## config.mk

```make
export PLATFORM = sky130hd
export DESIGN_NAME = opentdc_mc_wb
export DESIGN_NICKNAME = d
export VERILOG_FILES = /design/src/rtl/opentdc_pkg.sv /design/src/rtl/opentdc_evt_fifo.sv /design/src/rtl/opentdc_mc_wb.sv
export SDC_FILE = /design/constraint.sdc
export NUM_CORES = 1
export LEC_CHECK = 0
export CAP_MARGIN = 5
export CORE_UTILIZATION = 45
export CTS_CLUSTER_SIZE = 14
export DETAILED_ROUTE_END_ITERATION = 8
export PLACE_DENSITY = 0.67
export SKIP_LAST_GASP = 1
export SLEW_MARGIN = 20
export SYNTH_ARGS = -nofsm -noshare
export SYNTH_HDL_FRONTEND = slang
export SYNTH_SLANG_ARGS = --single-unit
```

## constraint.sdc

```tcl
create_clock -name wb_clk_i -period 3.8 [get_ports wb_clk_i]
set_input_delay 0.76 -clock wb_clk_i [delete_from_list [all_inputs] [get_ports wb_clk_i]]
set_output_delay 0.76 -clock wb_clk_i [all_outputs]
set_load 0.01 [all_outputs]
```

## src/rtl/opentdc_pkg.sv

```systemverilog
// Shared constants and types for the multi-channel TDC Wishbone slave.
package opentdc_pkg;

  localparam int NCH_MAX = 8;
  localparam int CHAN_W  = 3;

  localparam logic [2:0] REG_CTRL      = 3'd0;
  localparam logic [2:0] REG_STATUS    = 3'd1;
  localparam logic [2:0] REG_TIME      = 3'd2;
  localparam logic [2:0] REG_EVT_TAG   = 3'd3;
  localparam logic [2:0] REG_EVT_TS    = 3'd4;
  localparam logic [2:0] REG_OUT_TIME  = 3'd5;
  localparam logic [2:0] REG_OUT_WIDTH = 3'd6;

  localparam int CTRL_EN_LSB   = 0;
  localparam int CTRL_FALL_LSB = 8;
  localparam int CTRL_OUT_EN   = 16;
  localparam int CTRL_RUN      = 17;

  typedef enum logic [1:0] {P_IDLE, P_ARMED, P_PULSE} pulse_state_t;

endpackage

```

## src/rtl/opentdc_evt_fifo.sv

```systemverilog
// Synchronous event FIFO; a push into a full FIFO or a pop from an empty one is ignored.
module opentdc_evt_fifo
  import opentdc_pkg::*;
#(
  parameter int DEPTH  = 8,
  parameter int DATA_W = CHAN_W + 32
) (
  input  logic                      clk,
  input  logic                      rst_n,
  input  logic                      push,
  input  logic                      pop,
  input  logic [DATA_W-1:0]         din,
  output logic [DATA_W-1:0]         dout,
  output logic [$clog2(DEPTH):0]    level,
  output logic                      full,
  output logic                      empty
);

  localparam int AW = $clog2(DEPTH);

  logic [DATA_W-1:0] mem [DEPTH];
  logic [AW-1:0]     wr_ptr;
  logic [AW-1:0]     rd_ptr;
  logic              do_push;
  logic              do_pop;

  assign full    = (level == (AW+1)'(DEPTH));
  assign empty   = (level == '0);
  assign do_push = push & ~full;
  assign do_pop  = pop & ~empty;
  assign dout    = mem[rd_ptr];

  always_ff @(posedge clk) begin
    if (!rst_n) begin
      wr_ptr <= '0;
      rd_ptr <= '0;
      level  <= '0;
      for (int i = 0; i < DEPTH; i++) mem[i] <= '0;
    end else begin
      if (do_push) begin
        mem[wr_ptr] <= din;
        wr_ptr      <= wr_ptr + 1'b1;
      end
      if (do_pop) rd_ptr <= rd_ptr + 1'b1;
      case ({do_push, do_pop})
        2'b10:   level <= level + 1'b1;
        2'b01:   level <= level - 1'b1;
        default: level <= level;
      endcase
    end
  end

endmodule

```

## src/rtl/opentdc_mc_wb.sv

```systemverilog
// Multi-channel TDC: synchronised edge capture against a coarse counter, shared event FIFO,
// programmable-delay pulse output, all behind a single-cycle-ack Wishbone register file.
module opentdc_mc_wb
  import opentdc_pkg::*;
#(
  parameter int NCH   = 4,
  parameter int TS_W  = 32,
  parameter int DEPTH = 8
) (
  input  logic            wb_clk_i,
  input  logic            wb_rst_n_i,
  input  logic            wbs_stb_i,
  input  logic            wbs_cyc_i,
  input  logic            wbs_we_i,
  input  logic [3:0]      wbs_sel_i,
  input  logic [31:0]     wbs_adr_i,
  input  logic [31:0]     wbs_dat_i,
  output logic            wbs_ack_o,
  output logic [31:0]     wbs_dat_o,
  input  logic [NCH-1:0]  inp_i,
  input  logic            rst_time_n_i,
  output logic            out0_o,
  output logic            oen_o
);

  localparam int LVL_W  = $clog2(DEPTH) + 1;
  localparam int DATA_W = CHAN_W + TS_W;

  logic [NCH-1:0]    en, fall, ovf, in_s1, in_s2, in_d, det, pend_v, grant;
  logic [TS_W-1:0]   pend_ts [NCH];
  logic              out_en, run, rt_s1, rt_s2;
  logic [TS_W-1:0]   time_q, out_time, push_ts;
  logic [7:0]        out_width, cnt, cnt_n;
  logic [CHAN_W-1:0] push_chan;
  logic [DATA_W-1:0] fifo_dout;
  logic [LVL_W-1:0]  fifo_level;
  logic              fifo_full, fifo_empty, push, pop;
  logic              req, wr, rd;
  logic [2:0]        adr_w;
  logic [31:0]       rd_data;
  pulse_state_t      pulse_state, pulse_state_n;
  logic              unused_bits;

  assign unused_bits = ^{wbs_sel_i, wbs_adr_i[31:5], wbs_adr_i[1:0], wbs_dat_i};

  // A request is stb & cyc with no ack outstanding; it is accepted on that edge and
  // acked for exactly one cycle with read data, so back-to-back requests alternate.
  assign req   = wbs_stb_i & wbs_cyc_i & ~wbs_ack_o;
  assign wr    = req & wbs_we_i;
  assign rd    = req & ~wbs_we_i;
  assign adr_w = wbs_adr_i[4:2];
  assign pop   = rd & (adr_w == REG_EVT_TS);

  always_ff @(posedge wb_clk_i) begin
    if (!wb_rst_n_i) begin
      wbs_ack_o <= 1'b0;
      wbs_dat_o <= '0;
    end else begin
      wbs_ack_o <= req;
      wbs_dat_o <= req ? rd_data : '0;
    end
  end

  always_ff @(posedge wb_clk_i) begin
    if (!wb_rst_n_i) begin
      en <= '0; fall <= '0; out_en <= 1'b0; run <= 1'b0;
      out_time <= '0; out_width <= '0;
    end else if (wr) begin
      case (adr_w)
        REG_CTRL: begin
          en     <= wbs_dat_i[CTRL_EN_LSB +: NCH];
          fall   <= wbs_dat_i[CTRL_FALL_LSB +: NCH];
          out_en <= wbs_dat_i[CTRL_OUT_EN];
          run    <= wbs_dat_i[CTRL_RUN];
        end
        REG_OUT_TIME:  out_time  <= wbs_dat_i[TS_W-1:0];
        REG_OUT_WIDTH: out_width <= wbs_dat_i[7:0];
        default: ;
      endcase
    end
  end

  always_ff @(posedge wb_clk_i) begin
    if (!wb_rst_n_i) begin
      rt_s1 <= 1'b0; rt_s2 <= 1'b0; time_q <= '0;
      in_s1 <= '0; in_s2 <= '0; in_d <= '0;
    end else begin
      rt_s1 <= rst_time_n_i;
      rt_s2 <= rt_s1;
      if (!rt_s2)   time_q <= '0;
      else if (run) time_q <= time_q + 1'b1;
      in_s1 <= inp_i;
      in_s2 <= in_s1;
      in_d  <= in_s2;
    end
  end

  assign det = en & ((fall & in_d & ~in_s2) | (~fall & in_s2 & ~in_d));

  // A detection against an occupied slot is dropped and flagged; the set beats a W1C clear.
  always_ff @(posedge wb_clk_i) begin
    if (!wb_rst_n_i) begin
      pend_v <= '0;
      ovf    <= '0;
      for (int c = 0; c < NCH; c++) pend_ts[c] <= '0;
    end else begin
      for (int c = 0; c < NCH; c++) begin
        if (grant[c]) pend_v[c] <= 1'b0;
        if (det[c] && !pend_v[c]) begin
          pend_v[c]  <= 1'b1;
          pend_ts[c] <= time_q;
        end
      end
      ovf <= (ovf & ~((wr && adr_w == REG_STATUS) ? wbs_dat_i[NCH-1:0] : '0)) | (det & pend_v);
    end
  end

  // Lowest-indexed pending slot wins; descending loop leaves the lowest as last write.
  always_comb begin
    grant     = '0;
    push_chan = '0;
    push_ts   = '0;
    for (int c = NCH - 1; c >= 0; c--) begin
      if (pend_v[c]) begin
        grant     = '0;
        grant[c]  = 1'b1;
        push_chan = CHAN_W'(c);
        push_ts   = pend_ts[c];
      end
    end
    if (fifo_full) grant = '0;
  end

  assign push = |grant;

  opentdc_evt_fifo #(.DEPTH(DEPTH), .DATA_W(DATA_W)) u_fifo (
    .clk   (wb_clk_i),
    .rst_n (wb_rst_n_i),
    .push  (push),
    .pop   (pop),
    .din   ({push_chan, push_ts}),
    .dout  (fifo_dout),
    .level (fifo_level),
    .full  (fifo_full),
    .empty (fifo_empty)
  );

  always_ff @(posedge wb_clk_i) begin
    if (!wb_rst_n_i) begin
      pulse_state <= P_IDLE;
      cnt         <= '0;
    end else begin
      pulse_state <= pulse_state_n;
      cnt         <= cnt_n;
    end
  end

  always_comb begin
    pulse_state_n = pulse_state;
    cnt_n         = cnt;
    case (pulse_state)
      P_IDLE: if (wr && adr_w == REG_OUT_TIME) pulse_state_n = P_ARMED;
      P_ARMED: begin
        if (wr && adr_w == REG_OUT_TIME) pulse_state_n = P_ARMED;
        else if (time_q == out_time) begin
          pulse_state_n = P_PULSE;
          cnt_n         = (out_width == 8'd0) ? 8'd0 : out_width - 8'd1;
        end
      end
      P_PULSE: begin
        if (wr && adr_w == REG_OUT_TIME) pulse_state_n = P_ARMED;
        else if (cnt == 8'd0)            pulse_state_n = P_IDLE;
        else                             cnt_n = cnt - 8'd1;
      end
      default: pulse_state_n = P_IDLE;
    endcase
  end

  assign out0_o = (pulse_state == P_PULSE);
  assign oen_o  = ~out_en;

  always_comb begin
    rd_data = '0;
    case (adr_w)
      REG_CTRL: begin
        rd_data[CTRL_EN_LSB +: NCH]   = en;
        rd_data[CTRL_FALL_LSB +: NCH] = fall;
        rd_data[CTRL_OUT_EN]          = out_en;
        rd_data[CTRL_RUN]             = run;
      end
      REG_STATUS: begin
        rd_data[NCH-1:0]     = ovf;
        rd_data[16 +: LVL_W] = fifo_level;
        rd_data[31]          = fifo_empty;
      end
      REG_TIME:      rd_data[TS_W-1:0] = time_q;
      REG_EVT_TAG: begin
        rd_data[CHAN_W-1:0] = fifo_empty ? '0 : fifo_dout[DATA_W-1 -: CHAN_W];
        rd_data[31]         = ~fifo_empty;
      end
      REG_EVT_TS:    rd_data[TS_W-1:0] = fifo_empty ? '0 : fifo_dout[TS_W-1:0];
      REG_OUT_TIME:  rd_data[TS_W-1:0] = out_time;
      REG_OUT_WIDTH: rd_data[7:0]      = out_width;
      default: ;
    endcase
  end

endmodule
```

==> results of run 1 <==
## power groups by stage
stage / combinational [uW] / clock [uW] / sequential (uW)
floorplan: 196 / 0 / 6860
detailed placement: 380 / 0 / 6880
CTS: 382 / 5410 / 6750
global route: 403 / 5640 / 6760
global placement: 378 / 0 / 6860
finish: 381 / 5360 / 6750
## worst max-delay path: cells and delay by family, from the launching register on
| family | cells | cell delay (ns) |
|---|---|---|
| fa+ha+maj | 1 | 0.42 |
| buf+inv | 2 | 0.73 |
| flops | 1 | 0.35 |
## cell families after synthesis
kind of cell / Yosys count / synth area share, %
AOI/OAI and AO/OA: 221 / 6.09
xor gates and xnor gates: 78 / 2.81
adders and majority gates: 13 / 0.700
buffers and inverters: 186 / 3.03
DFF: 560 / 62.6
muxes: 133 / 9.21
and+or+nand+nor: 833 / 15.5
## sequential cells by signal (all words and copies together) (netlist names), 4 cells and up, named ones only
signal / count
out_time: 32
fall: 4
u_fifo.mem: 272
pend_v: 4
time_q: 32
u_fifo.level: 4
cnt: 8
in_s1: 4
ovf: 4
wbs_dat_o: 32
in_d: 4
in_s2: 4
pend_ts: 128
out_width: 8
en: 4
## worst max-delay path by stage
stage	to	slack, ns
final	out0_o	0.92
after global routing	u_fifo.level[3]	0.74
after CTS	out0_o	0.90
after detailed placement	u_fifo.level[3]	0.36
after global placement	u_fifo.level[3]	0.36
after floorplan	pend_ts[2][0]	0.31
## routing by layer
metal  GRT usage, %  vias to the layer above
met5              0                        -
met1           32.5                     8080
met2           39.2                      679
met3           3.84                      117
li1               -                     7301
met4           8.81                        0
## cells in the final DEF (no fill, tap or decap), types with 8 or more instances in the layout
cell type,instances
a21oi_1,97
a22oi_1,10
a221oi_1,40
nor3_1,46
clkinv_2,12
nand2_1,119
o21ai_0,24
clkdlybuf4s50_1,78
mux4_2,68
clkbuf_1,9
edfxtp_1,400
mux2i_1,20
clkinv_1,11
nand3_1,24
xnor2_1,13
dfxtp_1,156
nor4_1,12
nor2_1,428
ha_1,12
clkbuf_16,59
and2_1,114
xor2_1,65
and3_1,39
mux2_2,45
a222oi_1,22
nand2_2,8
inv_1,19
buf_4,47
## stage by stage
| stage | cell area, um^2 | std cells | hold slack [ns] |
|---|---|---|---|
| after floorplan | 24300 | 2024 | 0.412 |
| after global placement | 25800 | 2679 | 0.414 |
| after detailed placement | 25800 | 2679 | 0.424 |
| after CTS | 27600 | 2780 | 0.437 |
| after global routing | 27600 | 2780 | 0.469 |
| final | 27600 | 2780 | 0.435 |
## cell type report
class	count	area share, %
clock buffers	75	5.80
clock inverters	26	0.599
inverters	21	0.286
multi-input cells	1278	30.5
flip-flops and latches	560	55.2
well taps	688	3.12
repair buffers	132	4.56
==> results_dict.tcl, run 1 <==
set metrics [dict create \
    status "finished clean" \
    top_layer "met4" \
    start_kind "flop" \
    drv_cap 0 \
    h-tree-depth 2 \
    yosysSeqAreaShare_pct 62.6 \
    cp-startpoint "pulse_state[0]" \
    grt_util_all_layers_pct 24.1 \
    r2r_end "u_fifo.mem[6][2]" \
    multi_input_area_um2 8410 \
    layout.nets 2141 \
    period_share_pct 75.7 \
    reg2reg_depth 7 \
    worstSkewPairLatency_ns 0.63 \
    power_frac_clock_pct 42.9 \
    antenna_cells 0 \
    holdPathEnd "in_s2[0]" \
    r2r_slack_ns 0.93 \
    gp_congestion 0.889 \
    grt.overflow.total 0 \
    clock_path_buffers 3 \
    slowest_delay_ns 0.63 \
    drc 0 \
    antenna_found_initial 0 \
    intPower_uw 9840 \
    grt_pass1_vias 15500 \
    utilization_pct 52.1 \
    end_kind "output pin" \
    seq_area_um2 15200 \
    p_total_uw 12500 \
    grt_max_degree 81 \
    p_seq_share_pct 54.1 \
    fp.coreArea_um2 53000 \
    synth.most_common_cell "nor2_1" \
    fp.dieH_um 234 \
    die_w_um 234 \
    syn_avg_cell_area_um2 12.0 \
    ys_top_cells_by_count "429 x nor2_1, 400 x edfxtp_1, 160 x dfxtp_1, 137 x clkbuf_1, 127 x nand2_1" \
    drt_pass1_iterations 6 \
    ys.flop_type "edfxtp_1" \
    r2r-start "pend_v[2]" \
    period_needed_ns 2.88 \
    dr_wl_met2_um 31400 \
    tritoncts "done" \
    p_comb_share_pct 3.0 \
    vdd_drop_max_uv 374 \
    io_buffers 79 \
    cts.sinks 560 \
    relSlewSlack_pct 34.2 \
    area_growth_pct 13.6 \
    place_ws_ns 0.359 \
    n_fill_cell 4479 \
    synth_area_leader_cell "edfxtp_1" \
    yosys.area.top_type_share_pct 49.4 \
    p_per_area_nw_per_um2 452 \
    synth_area_um2 24300 \
    hold_depth 1 \
    cts_made_buffers 57 \
    crit_arrival_ns 2.12 \
    cts_setup_buffers 0 \
    wire_per_inst_um 23.7 \
    grt_pass1_wl_um 97100 \
    fin_ws_ns 0.922 \
    rsz0062_at_grt "no" \
    synth-edff-count 400 \
    max_slew.worst_pin.slew_ns 0.988 \
    drt_iter0_markers 1754 \
    avgViaCountPerCell 5.82 \
    wl_met1_um 27100 \
    clk_pin_slew_ns 0.06 \
    dieArea_um2 54900 \
    max_freq_ghz 0.347 \
    crit_type "flop to output pin" \
    synthTopCellsByArea "edfxtp_1 49%, dfxtp_1 13%, nor2_1 6.6%" \
    row_count 84 \
    cts-root-buf "clkbuf_16" \
    initial_utilization_pct 45.9 \
    fin_worst_skew_ns 0.0199 \
    drt-total-wl_um 65800 \
    ctsHoldBuffers 0 \
    setup_viol 0 \
    ys_warn_count 0 \
    place.detailed.hpwl_um 40300 \
    num_vias 16200 \
    p_leak_uw 0.00949 \
    ys_ff_latch 560 \
    slew_violations 0 \
    required_ns 3.04 \
    crit_chain "inv_1, ha_1, clkdlybuf4s50_1" \
    hold_viol_final 0 \
    layout-drive-gt1-share_pct 13.0 \
    min-delay-start "in_s1[0]" \
    yosysUniqueCellTypes 59 \
    worstPathMaxFanout 12 \
    cp_slowest_cell "clkdlybuf4s50_1" \
    finalSetupTns_ns 0 \
    worstHoldPathType "flop to flop" \
    synth_nets 2115 \
    cts_resized 0 \
    synthCells 2024 \
    p_sw_share_pct 21.2 \
    ant_nets 0 \
    power.switching_uw 2640 \
    io_pins 113 \
    wl_met3_um 5130 \
    postSynth.asyncResetShare_pct 0 \
]
Power figures use the tool's default switching activity.
==> inputs of run 2 (changes only) <==
--- a/config.mk
+++ b/config.mk
@@ -9,7 +9,7 @@
 export CORE_UTILIZATION = 45
 export CTS_CLUSTER_SIZE = 14
 export DETAILED_ROUTE_END_ITERATION = 8
-export PLACE_DENSITY = 0.67
+export PLACE_DENSITY = 0.64
 export SKIP_LAST_GASP = 1
 export SLEW_MARGIN = 20
 export SYNTH_ARGS = -nofsm -noshare
==> constraint.sdc (replaced) <==
create_clock -name wb_clk_i -period 2.79 [get_ports wb_clk_i]
set_input_delay 0.558 -clock wb_clk_i [delete_from_list [all_inputs] [get_ports wb_clk_i]]
set_output_delay 0.558 -clock wb_clk_i [all_outputs]
set_load 0.01 [all_outputs]
==> run 2 against run 1 <==
Net effect: clock power is 55% higher; clock skew increased by 0.0063 ns; cell count grew 4.1%; register-to-register slack worse by 0.74 ns; core utilization increased by 2.3 points; flip-flop and latch count did not move; critical path type unchanged; critical endpoint unchanged; largest power group unchanged; highest routed layer unchanged.
==> results_dict.tcl, run 2 (same netlist as run 1, synthesis figures left out) <==
set metrics [dict create \
    p_total_uw 18100 \
    wire_per_inst_um 24.1 \
    slowest_delay_ns 0.63 \
    layout-drive-gt1-share_pct 18.1 \
    cts_setup_buffers 0 \
    crit_arrival_ns 2.10 \
    rsz0062_at_grt "no" \
    grt_pass1_wl_um 103000 \
    vdd_drop_max_uv 532 \
    antenna_found_initial 0 \
    max_slew.worst_pin.slew_ns 0.780 \
    tritoncts "done" \
    initial_utilization_pct 45.9 \
    hold_viol_final 0 \
    die_w_um 234 \
    final_cell_mix "428 x nor2_1, 400 x edfxtp_1, 156 x dfxtp_1, 151 x buf_4, 119 x nand2_1" \
    dieArea_um2 54900 \
    grt.overflow.total 0 \
    io_buffers 79 \
    finalSetupTns_ns 0 \
    clk_pin_slew_ns 0.06 \
    utilization_pct 54.3 \
    grt_max_degree 69 \
    r2r-start "u_fifo.level[1]" \
    drv_cap 0 \
    fp.dieH_um 234 \
    max_freq_ghz 0.376 \
    p_seq_share_pct 50.9 \
    crit_chain "inv_1, ha_1, clkdlybuf4s50_1" \
    p_per_area_nw_per_um2 628 \
    fin_worst_skew_ns 0.0262 \
    drt-total-wl_um 69700 \
    period_share_pct 95.4 \
    p_comb_share_pct 3.1 \
    place_ws_ns -0.337 \
    area_growth_pct 18.5 \
    grt_util_all_layers_pct 25.7 \
    intPower_uw 14300 \
    layout.nets 2249 \
    cts_made_buffers 58 \
    status "finished clean" \
    min-delay-start "wb_rst_n_i" \
    antenna_cells 0 \
    setup_viol 0 \
    mostFrequentLayoutCell "nor2_1" \
    ant_nets 0 \
    grt_pass1_vias 16400 \
    power.switching_uw 3770 \
    place.detailed.hpwl_um 43700 \
    drt_iter0_markers 1949 \
    drc 0 \
    regMostFlops "u_fifo.mem" \
    crit_type "flop to output pin" \
    fin_ws_ns 0.128 \
    num_vias 16800 \
    cts-root-buf "clkbuf_16" \
    cp_slowest_cell "clkdlybuf4s50_1" \
    cp-startpoint "pulse_state[0]" \
    h-tree-depth 2 \
    worstSkewPairLatency_ns 0.63 \
    worstHoldPathType "input pin to flop" \
    gp_congestion 0.885 \
    largest_reg_flops 272 \
    ctsHoldBuffers 0 \
    cts.sinks 560 \
    worstPathMaxFanout 12 \
    required_ns 2.23 \
    clock_path_buffers 3 \
    end_kind "output pin" \
    post_dp_cell_area_um2 26700 \
    fp.coreArea_um2 53000 \
    avgViaCountPerCell 5.79 \
    slew_violations 0 \
    period_needed_ns 2.66 \
    p_leak_uw 0.0102 \
    row_count 84 \
    start_kind "flop" \
    drt_pass1_iterations 6 \
    power_frac_clock_pct 46.0 \
    p_sw_share_pct 20.9 \
    relSlewSlack_pct 47.7 \
    fin_area_um2 28800 \
    top_regs "u_fifo.mem: 272 flops, pend_ts: 128 flops" \
    io_pins 113 \
]
run 2: changes by cell type in the layout (fill, tap and decap cells not counted), sizes merged:
cell / previous run / this run
buf: 54 / 161
bufinv: 1 / 5
clkinvlp: 0 / 3
clkbuf: 75 / 77
inv: 23 / 22
run 2: path summary, 6_finish.rpt:
check / end / slack (ns) / cells after the start
hold / removal: out_time[26] / 0.43 / 3
hold reg to reg: in_s2[0] / 0.43 / 1
setup reg to reg: u_fifo.level[3] / 0.19 / 11
setup / recovery: out0_o / 0.13 / 3
run 2: routing by layer:
| metal | global-route usage (%) | wire length (um) |
|---|---|---|
| met3 | 4.28 | 6540 |
| met1 | 35.1 | 27900 |
| met5 | 0 | 0 |
| met2 | 41.3 | 33000 |
| met4 | 9.03 | 2310 |
run 2: power by group through the flow:
stage | Sequential, uW | Clock, uW | Combinational [uW]
floorplan | 9350 | 0 | 268
global placement | 9350 | 0 | 552
detailed placement | 9370 | 0 | 557
CTS | 9190 | 8420 | 560
global route | 9210 | 8760 | 588
finish | 9190 | 8320 | 559
run 2: cell type report:
| type | instances | area (um^2) |
|---|---|---|
| Tap cell | 688 | 861 |
| Sequential cell | 560 | 15200 |
| Clock inverter | 32 | 323 |
| Timing Repair Buffer | 239 | 2100 |
| Clock buffer | 77 | 1790 |
| Multi-Input combinational cell | 1278 | 8420 |
| Inverter | 21 | 78.8 |
| Fill cell | 4496 | 24200 |
run 2: through the flow:
| step | cells | hold slack [ns] |
|---|---|---|
| 4_1_cts | 2895 | 0.380 |
| 3_5_place_dp | 2786 | 0.421 |
| 6_report | 2895 | 0.431 |
| 5_1_grt | 2895 | 0.420 |
| 2_1_floorplan | 2024 | 0.412 |
| 3_3_place_gp | 2786 | 0.422 |
run 2: critical path, delay by kind of cell (launching register included):
family / cells / cell delay (ns)
buffers and inverters: 2 / 0.72
DFF: 1 / 0.34
adders and majority gates: 1 / 0.43
run 2: timing repair:
| action | 4_1_cts | 5_1_grt |
|---|---|---|
| endpoints found under the setup margin | 0 | 1 |
| hold endpoints to repair | 0 | 0 |
| resized for setup | 0 | 1 |
